### config.mk
export PLATFORM = sky130hd
export DESIGN_NAME = seq_divider_16_flat
export DESIGN_NICKNAME = d
export VERILOG_FILES = /design/src/rtl/seq_divider_16_if.sv /design/src/rtl/seq_divider_16.sv /design/src/flat_wrapper.sv
export SDC_FILE = /design/constraint.sdc
export NUM_CORES = 1
export LEC_CHECK = 0
export BUFFER_PORTS_ARGS = -buffer_cell sky130_fd_sc_hd__buf_4
export CORE_AREA = 5 5 164 166
export DETAILED_ROUTE_END_ITERATION = 10
export DIE_AREA = 0 0 169 171
export GPL_TIMING_DRIVEN = 0
export PLACE_DENSITY = 0.39
export RECOVER_POWER = 50
export SLEW_MARGIN = 20
export SYNTH_ARGS = -nofsm -noshare
export SYNTH_HDL_FRONTEND = slang
export SYNTH_SLANG_ARGS = --single-unit
### constraint.sdc
create_clock -name clk -period 4.2 [get_ports clk]
set_clock_uncertainty 0.2 [all_clocks]
set_input_delay 0 -clock clk [delete_from_list [all_inputs] [get_ports clk]]
set_output_delay 0 -clock clk [all_outputs]
set_load 0.01 [all_outputs]
### src/rtl/seq_divider_16_if.sv
// Start/done handshake and result bundle for the sequential signed divider.
// The master issues operands and start; the slave is the divider.
interface seq_divider_16_if #(
  parameter int WIDTH = 16
) ();
  logic             start;
  logic [WIDTH-1:0] dividend;
  logic [WIDTH-1:0] divisor;
  logic             busy;
  logic             done;
  logic [WIDTH-1:0] quotient;
  logic [WIDTH-1:0] remainder;
  logic             div_by_zero;
  logic             overflow;

  modport master (
    output start, dividend, divisor,
    input  busy, done, quotient, remainder, div_by_zero, overflow
  );

  modport slave (
    input  start, dividend, divisor,
    output busy, done, quotient, remainder, div_by_zero, overflow
  );
endinterface

### src/rtl/seq_divider_16.sv
// Signed multi-cycle restoring divider: one quotient bit per clock, with
// saturating results for divide-by-zero and the NEG_SAT / -1 overflow case.
module seq_divider_16 #(
  parameter int               WIDTH   = 16,
  parameter logic [WIDTH-1:0] POS_SAT = 16'h7FFF,
  parameter logic [WIDTH-1:0] NEG_SAT = 16'h8000
) (
  input  logic               clk,
  input  logic               rst,
  seq_divider_16_if.slave    bus
);
  localparam int CW = $clog2(WIDTH) + 1;

  typedef enum logic [1:0] {IDLE, CALC, DONE} state_e;

  state_e           state_q, state_d;
  logic [CW-1:0]    cnt_q, cnt_d;
  logic [WIDTH-1:0] rem_q, rem_d;   // stored partial remainder is always < divisor magnitude
  logic [WIDTH-1:0] dvd_q, dvd_d;   // dividend bits shift out, quotient bits shift in
  logic [WIDTH-1:0] dsr_q, dsr_d;
  logic             neg_quo_q, neg_quo_d;
  logic             neg_rem_q, neg_rem_d;
  logic [WIDTH-1:0] quo_q, quo_d;
  logic [WIDTH-1:0] rmd_q, rmd_d;
  logic             dbz_q, dbz_d;
  logic             ovf_q, ovf_d;

  logic [WIDTH:0]   rem_shift;
  logic [WIDTH:0]   diff;
  logic             qbit;
  logic [WIDTH-1:0] q_mag;
  logic [WIDTH-1:0] r_mag;
  logic [WIDTH-1:0] dvd_mag;
  logic [WIDTH-1:0] dsr_mag;

  always_comb begin
    state_d   = state_q;
    cnt_d     = cnt_q;
    rem_d     = rem_q;
    dvd_d     = dvd_q;
    dsr_d     = dsr_q;
    neg_quo_d = neg_quo_q;
    neg_rem_d = neg_rem_q;
    quo_d     = quo_q;
    rmd_d     = rmd_q;
    dbz_d     = dbz_q;
    ovf_d     = ovf_q;

    // One restoring step on a WIDTH+1 bit partial remainder.
    rem_shift = {rem_q, dvd_q[WIDTH-1]};
    diff      = rem_shift - {1'b0, dsr_q};
    qbit      = ~diff[WIDTH];
    q_mag     = {dvd_q[WIDTH-2:0], qbit};
    r_mag     = qbit ? diff[WIDTH-1:0] : rem_shift[WIDTH-1:0];

    dvd_mag   = bus.dividend[WIDTH-1] ? -bus.dividend : bus.dividend;
    dsr_mag   = bus.divisor[WIDTH-1]  ? -bus.divisor  : bus.divisor;

    unique case (state_q)
      IDLE: begin
        if (bus.start) begin
          quo_d = '0;
          rmd_d = '0;
          dbz_d = 1'b0;
          ovf_d = 1'b0;
          if (bus.divisor == '0) begin
            dbz_d   = 1'b1;
            ovf_d   = 1'b1;
            rmd_d   = bus.dividend;
            quo_d   = bus.dividend[WIDTH-1] ? NEG_SAT : POS_SAT;
            state_d = DONE;
          end else if (bus.dividend == NEG_SAT && bus.divisor == '1) begin
            quo_d   = POS_SAT;
            ovf_d   = 1'b1;
            state_d = DONE;
          end else begin
            dvd_d     = dvd_mag;
            dsr_d     = dsr_mag;
            rem_d     = '0;
            cnt_d     = '0;
            neg_quo_d = bus.dividend[WIDTH-1] ^ bus.divisor[WIDTH-1];
            neg_rem_d = bus.dividend[WIDTH-1];
            state_d   = CALC;
          end
        end
      end
      CALC: begin
        rem_d = r_mag;
        dvd_d = q_mag;
        cnt_d = cnt_q + 1'b1;
        if (cnt_q == CW'(WIDTH - 1)) begin
          quo_d   = neg_quo_q ? -q_mag : q_mag;
          rmd_d   = neg_rem_q ? -r_mag : r_mag;
          state_d = DONE;
        end
      end
      DONE:    state_d = IDLE;
      default: state_d = IDLE;
    endcase
  end

  // NOTE: all state uses non-blocking assignments so every flop samples the
  // pre-edge values computed above; datapath flops are reset too so a reset
  // mid-operation leaves the outputs at zero as well as the FSM idle.
  always_ff @(posedge clk) begin
    if (rst) begin
      state_q   <= IDLE;
      cnt_q     <= '0;
      rem_q     <= '0;
      dvd_q     <= '0;
      dsr_q     <= '0;
      neg_quo_q <= 1'b0;
      neg_rem_q <= 1'b0;
      quo_q     <= '0;
      rmd_q     <= '0;
      dbz_q     <= 1'b0;
      ovf_q     <= 1'b0;
    end else begin
      state_q   <= state_d;
      cnt_q     <= cnt_d;
      rem_q     <= rem_d;
      dvd_q     <= dvd_d;
      dsr_q     <= dsr_d;
      neg_quo_q <= neg_quo_d;
      neg_rem_q <= neg_rem_d;
      quo_q     <= quo_d;
      rmd_q     <= rmd_d;
      dbz_q     <= dbz_d;
      ovf_q     <= ovf_d;
    end
  end

  assign bus.busy        = (state_q != IDLE);
  assign bus.done        = (state_q == DONE);
  assign bus.quotient    = quo_q;
  assign bus.remainder   = rmd_q;
  assign bus.div_by_zero = dbz_q;
  assign bus.overflow    = ovf_q;
endmodule

### src/flat_wrapper.sv
// flat-port wrapper written by rule: the top's interface ports become plain ports
module seq_divider_16_flat 
#(
  parameter int               WIDTH   = 16,
  parameter logic [WIDTH-1:0] POS_SAT = 16'h7FFF,
  parameter logic [WIDTH-1:0] NEG_SAT = 16'h8000
)
  (clk, rst, bus_start, bus_dividend, bus_divisor, bus_busy, bus_done, bus_quotient, bus_remainder, bus_div_by_zero, bus_overflow);
  seq_divider_16_if #(.WIDTH(WIDTH)) bus_i ();
  input  logic clk;
  input  logic rst;
  input wire logic [$bits(bus_i.start)-1:0] bus_start;
  input wire logic [$bits(bus_i.dividend)-1:0] bus_dividend;
  input wire logic [$bits(bus_i.divisor)-1:0] bus_divisor;
  output wire logic [$bits(bus_i.busy)-1:0] bus_busy;
  output wire logic [$bits(bus_i.done)-1:0] bus_done;
  output wire logic [$bits(bus_i.quotient)-1:0] bus_quotient;
  output wire logic [$bits(bus_i.remainder)-1:0] bus_remainder;
  output wire logic [$bits(bus_i.div_by_zero)-1:0] bus_div_by_zero;
  output wire logic [$bits(bus_i.overflow)-1:0] bus_overflow;
  assign bus_i.start = bus_start;
  assign bus_i.dividend = bus_dividend;
  assign bus_i.divisor = bus_divisor;
  assign bus_busy = bus_i.busy;
  assign bus_done = bus_i.done;
  assign bus_quotient = bus_i.quotient;
  assign bus_remainder = bus_i.remainder;
  assign bus_div_by_zero = bus_i.div_by_zero;
  assign bus_overflow = bus_i.overflow;
  seq_divider_16 #(.WIDTH(WIDTH), .POS_SAT(POS_SAT), .NEG_SAT(NEG_SAT)) u_core (.clk(clk), .rst(rst), .bus(bus_i));
endmodule
==> out/qor.txt <==
Status: finished with violations
Failing checks: negative setup slack
Critical path class: register to register
Initial DRT Pass Iterations: 6
Final Setup Violations: 4
Fmax: 230 MHz
Clock share of power: 0.208
Clock Sink Count: 91
Final hold vios: 0
Async set-or-reset flop fraction in the synthesized netlist: 0
Period utilisation layout: 1.04
Sw Share: 0.439
Tot GR Track Use: 0.173
Drt first-iter violations: 417
Ant. Diodes: 0
Worst skew pair latency: 0.36 ns
Max cap viols: 0
Slew Viols, Final: 0
Largest net degree at the start of global routing: 16
Worst reg-to-reg path cell count: 19
Leak: 0.00295 µW
Syn Area/Cell: 7.70 µm²
Synth Area in XOR/XNOR: 0.0830
Reg2reg setup slack: -0.15 ns
Post-synth top area cell: dfxtp_1
Initial Utilization: 0.245
Commonest cells post-synth: nor2_1, dfxtp_1, nand2_1, a21oi_1, clkbuf_1
Area fraction in compound gates after synthesis: 0.267
Area post-placement: 7190 µm²
Routed Antenna Nets: 0
Post-route cell area: 8000 µm²
Mux share of post-synthesis cell area: 0.0209
CP Launch Type: register
Synth Area in Adders: 0.0494
Cell Area, Synth: 6230 µm²
Worst path depth: 19
Total gr overflow: 0
Die span in y: 171 µm
WP data arrival: 4.36 ns
# IOs: 71
Vias in the first global route: 6195
Worst-path clk slew: 0.08 ns
Yosys top cell area share: 0.293
First-pass GRT wire length: 38.5 mm
Power per cell area: 497 nW/µm²
Placed wire-length estimate: 19.4 mm
Synth-to-Final Area Change: 28.5%
Core Footprint: 25500 µm²
Most common flop cell mapped by yosys: dfxtp_1
Critical Path Start: u_core.dsr_q[0]
Max-Slew Margin vs Limit: 0.393
RR Startpoint: u_core.dsr_q[0]
Die Footprint: 28900 µm²
Final WL: 25.4 mm
Library cells used by synthesis: 73
Die Wd: 169 µm
Sequential share of power: 0.262
Largest family of logic cells by synthesized area: compound AO/OA/AOI/OAI gates
Ys Warns: 0
Crit path capture type: register
DR vias: 6508
DRC: 0
Gate Count Post-Synth: 809
R2r endpoint: u_core.bus.remainder[14]
Net Count, Synth: 868
Clk root buf: clkbuf_16
Sequential fraction of the synthesis area: 0.293
Sum of buffers and inverters on the critical path: 4
Rows: 59
Largest fanout on the critical path: 4
CTS tree: yes
Worst Hold Class: primary input to register
Crit path max-delay family: compound AO/OA/AOI/OAI gates
Seq cells post-synth: 91
Peak supply drop: 0.199 mV
GPL Wtd Cong: 0.842
Critical Path RT: 4.20 ns
RSZ-0062 raised after global routing: yes
H-tree Lvls: 3
Peak per-stage delay on the critical path: 0.39 ns
Most frequent cell after synthesis: nor2_1
Crit path to: u_core.bus.remainder[14]
Hold Path Cell Cnt: 7
Synth top area cells: dfxtp_1, nor2_1, a21oi_1
Final std cells w/o fill: 1284
Post-synth EDFFs: 0
Comb power frac: 0.530
Switching pwr: 1750 µW
Simple-gate area share of the yosys netlist: 0.231
Pre-CTS WS: -0.790 ns
Cell breakdown of the critical path: ha_4 -> inv_2 -> fa_2 -> a211o_1 -> and4_4 -> o2111a_2 -> o21a_4 -> nor2_4 -> buf_12 -> mux2i_4 -> ha_4 -> nand2_4 -> a2111oi_4 -> buf_4 -> inv_2 -> o211ai_1 -> o221ai_2 -> xnor2_1 -> o22ai_1
Critical path's slowest cell: dfxtp_4
Via density: 5.07
Worst-margin pin slew: 0.887 ns
TritonCTS Buffers: 9
Initial antenna violation count: 0
Ratio of cells with drive above 1 in the final layout: 0.133
Port bufs: 69
DP Cell Count: 1213
Cell-internal power: 2230 µW
WL per Instance: 19.8 µm
Hold Path Origin: bus_start
# nets final: 1004
Clk buf depth: 2
Min cycle time layout: 4.35 ns
Setup ws final: -0.154 ns
-- layer usage --
layer	vias up	global-route usage	share of wire	routed length, µm
met5	-	0	0	0
met1	3077	0.258	0.51	12900
met4	0	0.0315	0.010	256
li1	3243	-	-	-
met3	16	0.0275	0.050	1270
met2	172	0.266	0.43	11000
-- worst min-delay path by stage --
stage                            to  slack (ns)
floorplan           u_core.dsr_q[0]       -0.05
global placement    u_core.dsr_q[0]        0.08
detailed placement  u_core.dsr_q[0]        0.08
CTS                 u_core.cnt_q[2]        0.10
global route        u_core.cnt_q[2]        0.19
finish              u_core.cnt_q[2]        0.11
-- area by class of cell --
cell class / instances / area [µm²]
sequential: 91 / 1830
fill: 2849 / 17500
tap: 335 / 419
clock inverter: 4 / 35.0
multi-input combinational: 631 / 4210
buffer: 54 / 253
timing repair buffer: 125 / 890
inverter: 33 / 126
clock buffer: 11 / 243
-- cell families (layout without fill, tap and decap cells) --
logic type / Yosys count / after routing
AND/OR/NAND/NOR: 295 / 295
AO/OA/AOI/OAI: 240 / 240
XOR/XNOR: 59 / 59
multiplexers: 13 / 13
flip-flops: 91 / 91
buffers and inverters: 87 / 227
adder cells (fa/ha/maj): 24 / 24
-- state kept, by name (all words and copies together) (netlist names) --
| signal | count |
|---|---|
| u_core.dvd_q | 16 |
| u_core.neg_quo_q | 1 |
| u_core.bus.quotient | 16 |
| u_core.rem_q | 16 |
| u_core.dsr_q | 16 |
| u_core.state_q | 2 |
| u_core.cnt_q | 5 |
| u_core.bus.overflow | 1 |
| u_core.neg_rem_q | 1 |
| u_core.bus.div_by_zero | 1 |
| u_core.bus.remainder | 16 |
-- power groups by stage --
stage | Sequential [µW] | Combinational (µW) | Clock [µW]
after floorplan | 1040 | 1250 | 0
after global placement | 1060 | 1820 | 0
after detailed placement | 1060 | 1810 | 0
after CTS | 1040 | 2050 | 849
after global routing | 1050 | 2270 | 881
final | 1040 | 2110 | 829
-- per-stage QoR --
step                      setup TNS, ns  utilization  total power [µW]  hold WS [ns]
after global placement            -3.22        0.282              2880        0.0834
after CTS                        -0.754        0.317              3940         0.103
after detailed placement          -3.39        0.282              2870        0.0813
after floorplan                       0            -              2280       -0.0526
final                            -0.329        0.314              3980         0.113
after global routing              -1.04        0.314              4210         0.190
-- repair_timing --
item                       in CTS  in global routing
hold endpoints to repair       44                  0
gates resized for setup        26                 10
setup endpoints to repair       9                  6
pin swaps                      23                 17
setup buffers                  16                  6
hold buffers                   36                  0
-- placed cells by master (no fill, tap or decap), types with 5 or more instances in the layout --
cell,count
ha_1,21
mux2i_1,12
nor2b_1,8
o21ai_0,30
a21oi_1,62
o22ai_1,5
or3_1,10
nor2_1,93
nand2_1,64
clkbuf_1,82
o41ai_1,6
a22oi_1,11
and3_1,13
or4_1,8
nor3_1,40
o211ai_1,14
dlygate4sd3_1,36
a211oi_1,28
nand3_1,14
a31oi_1,9
buf_4,53
o31ai_1,11
buf_2,7
xor2_1,32
xnor2_1,25
inv_1,28
a21boi_0,5
dfxtp_1,88
clkbuf_16,10
a221oi_1,5
or2_2,8
nand2b_1,5
-- worst reg2reg max path: cells and delay by family (launching register included) --
kind	cells	cell delay, ns
AO/OA/AOI/OAI	7	1.67
AND/OR/NAND/NOR	3	0.41
adder cells (fa/ha/maj)	3	0.68
multiplexers	1	0.24
XOR/XNOR	1	0.26
buffers and inverters	4	0.34
flip-flops	1	0.39
(Power assumes the default switching activity.)
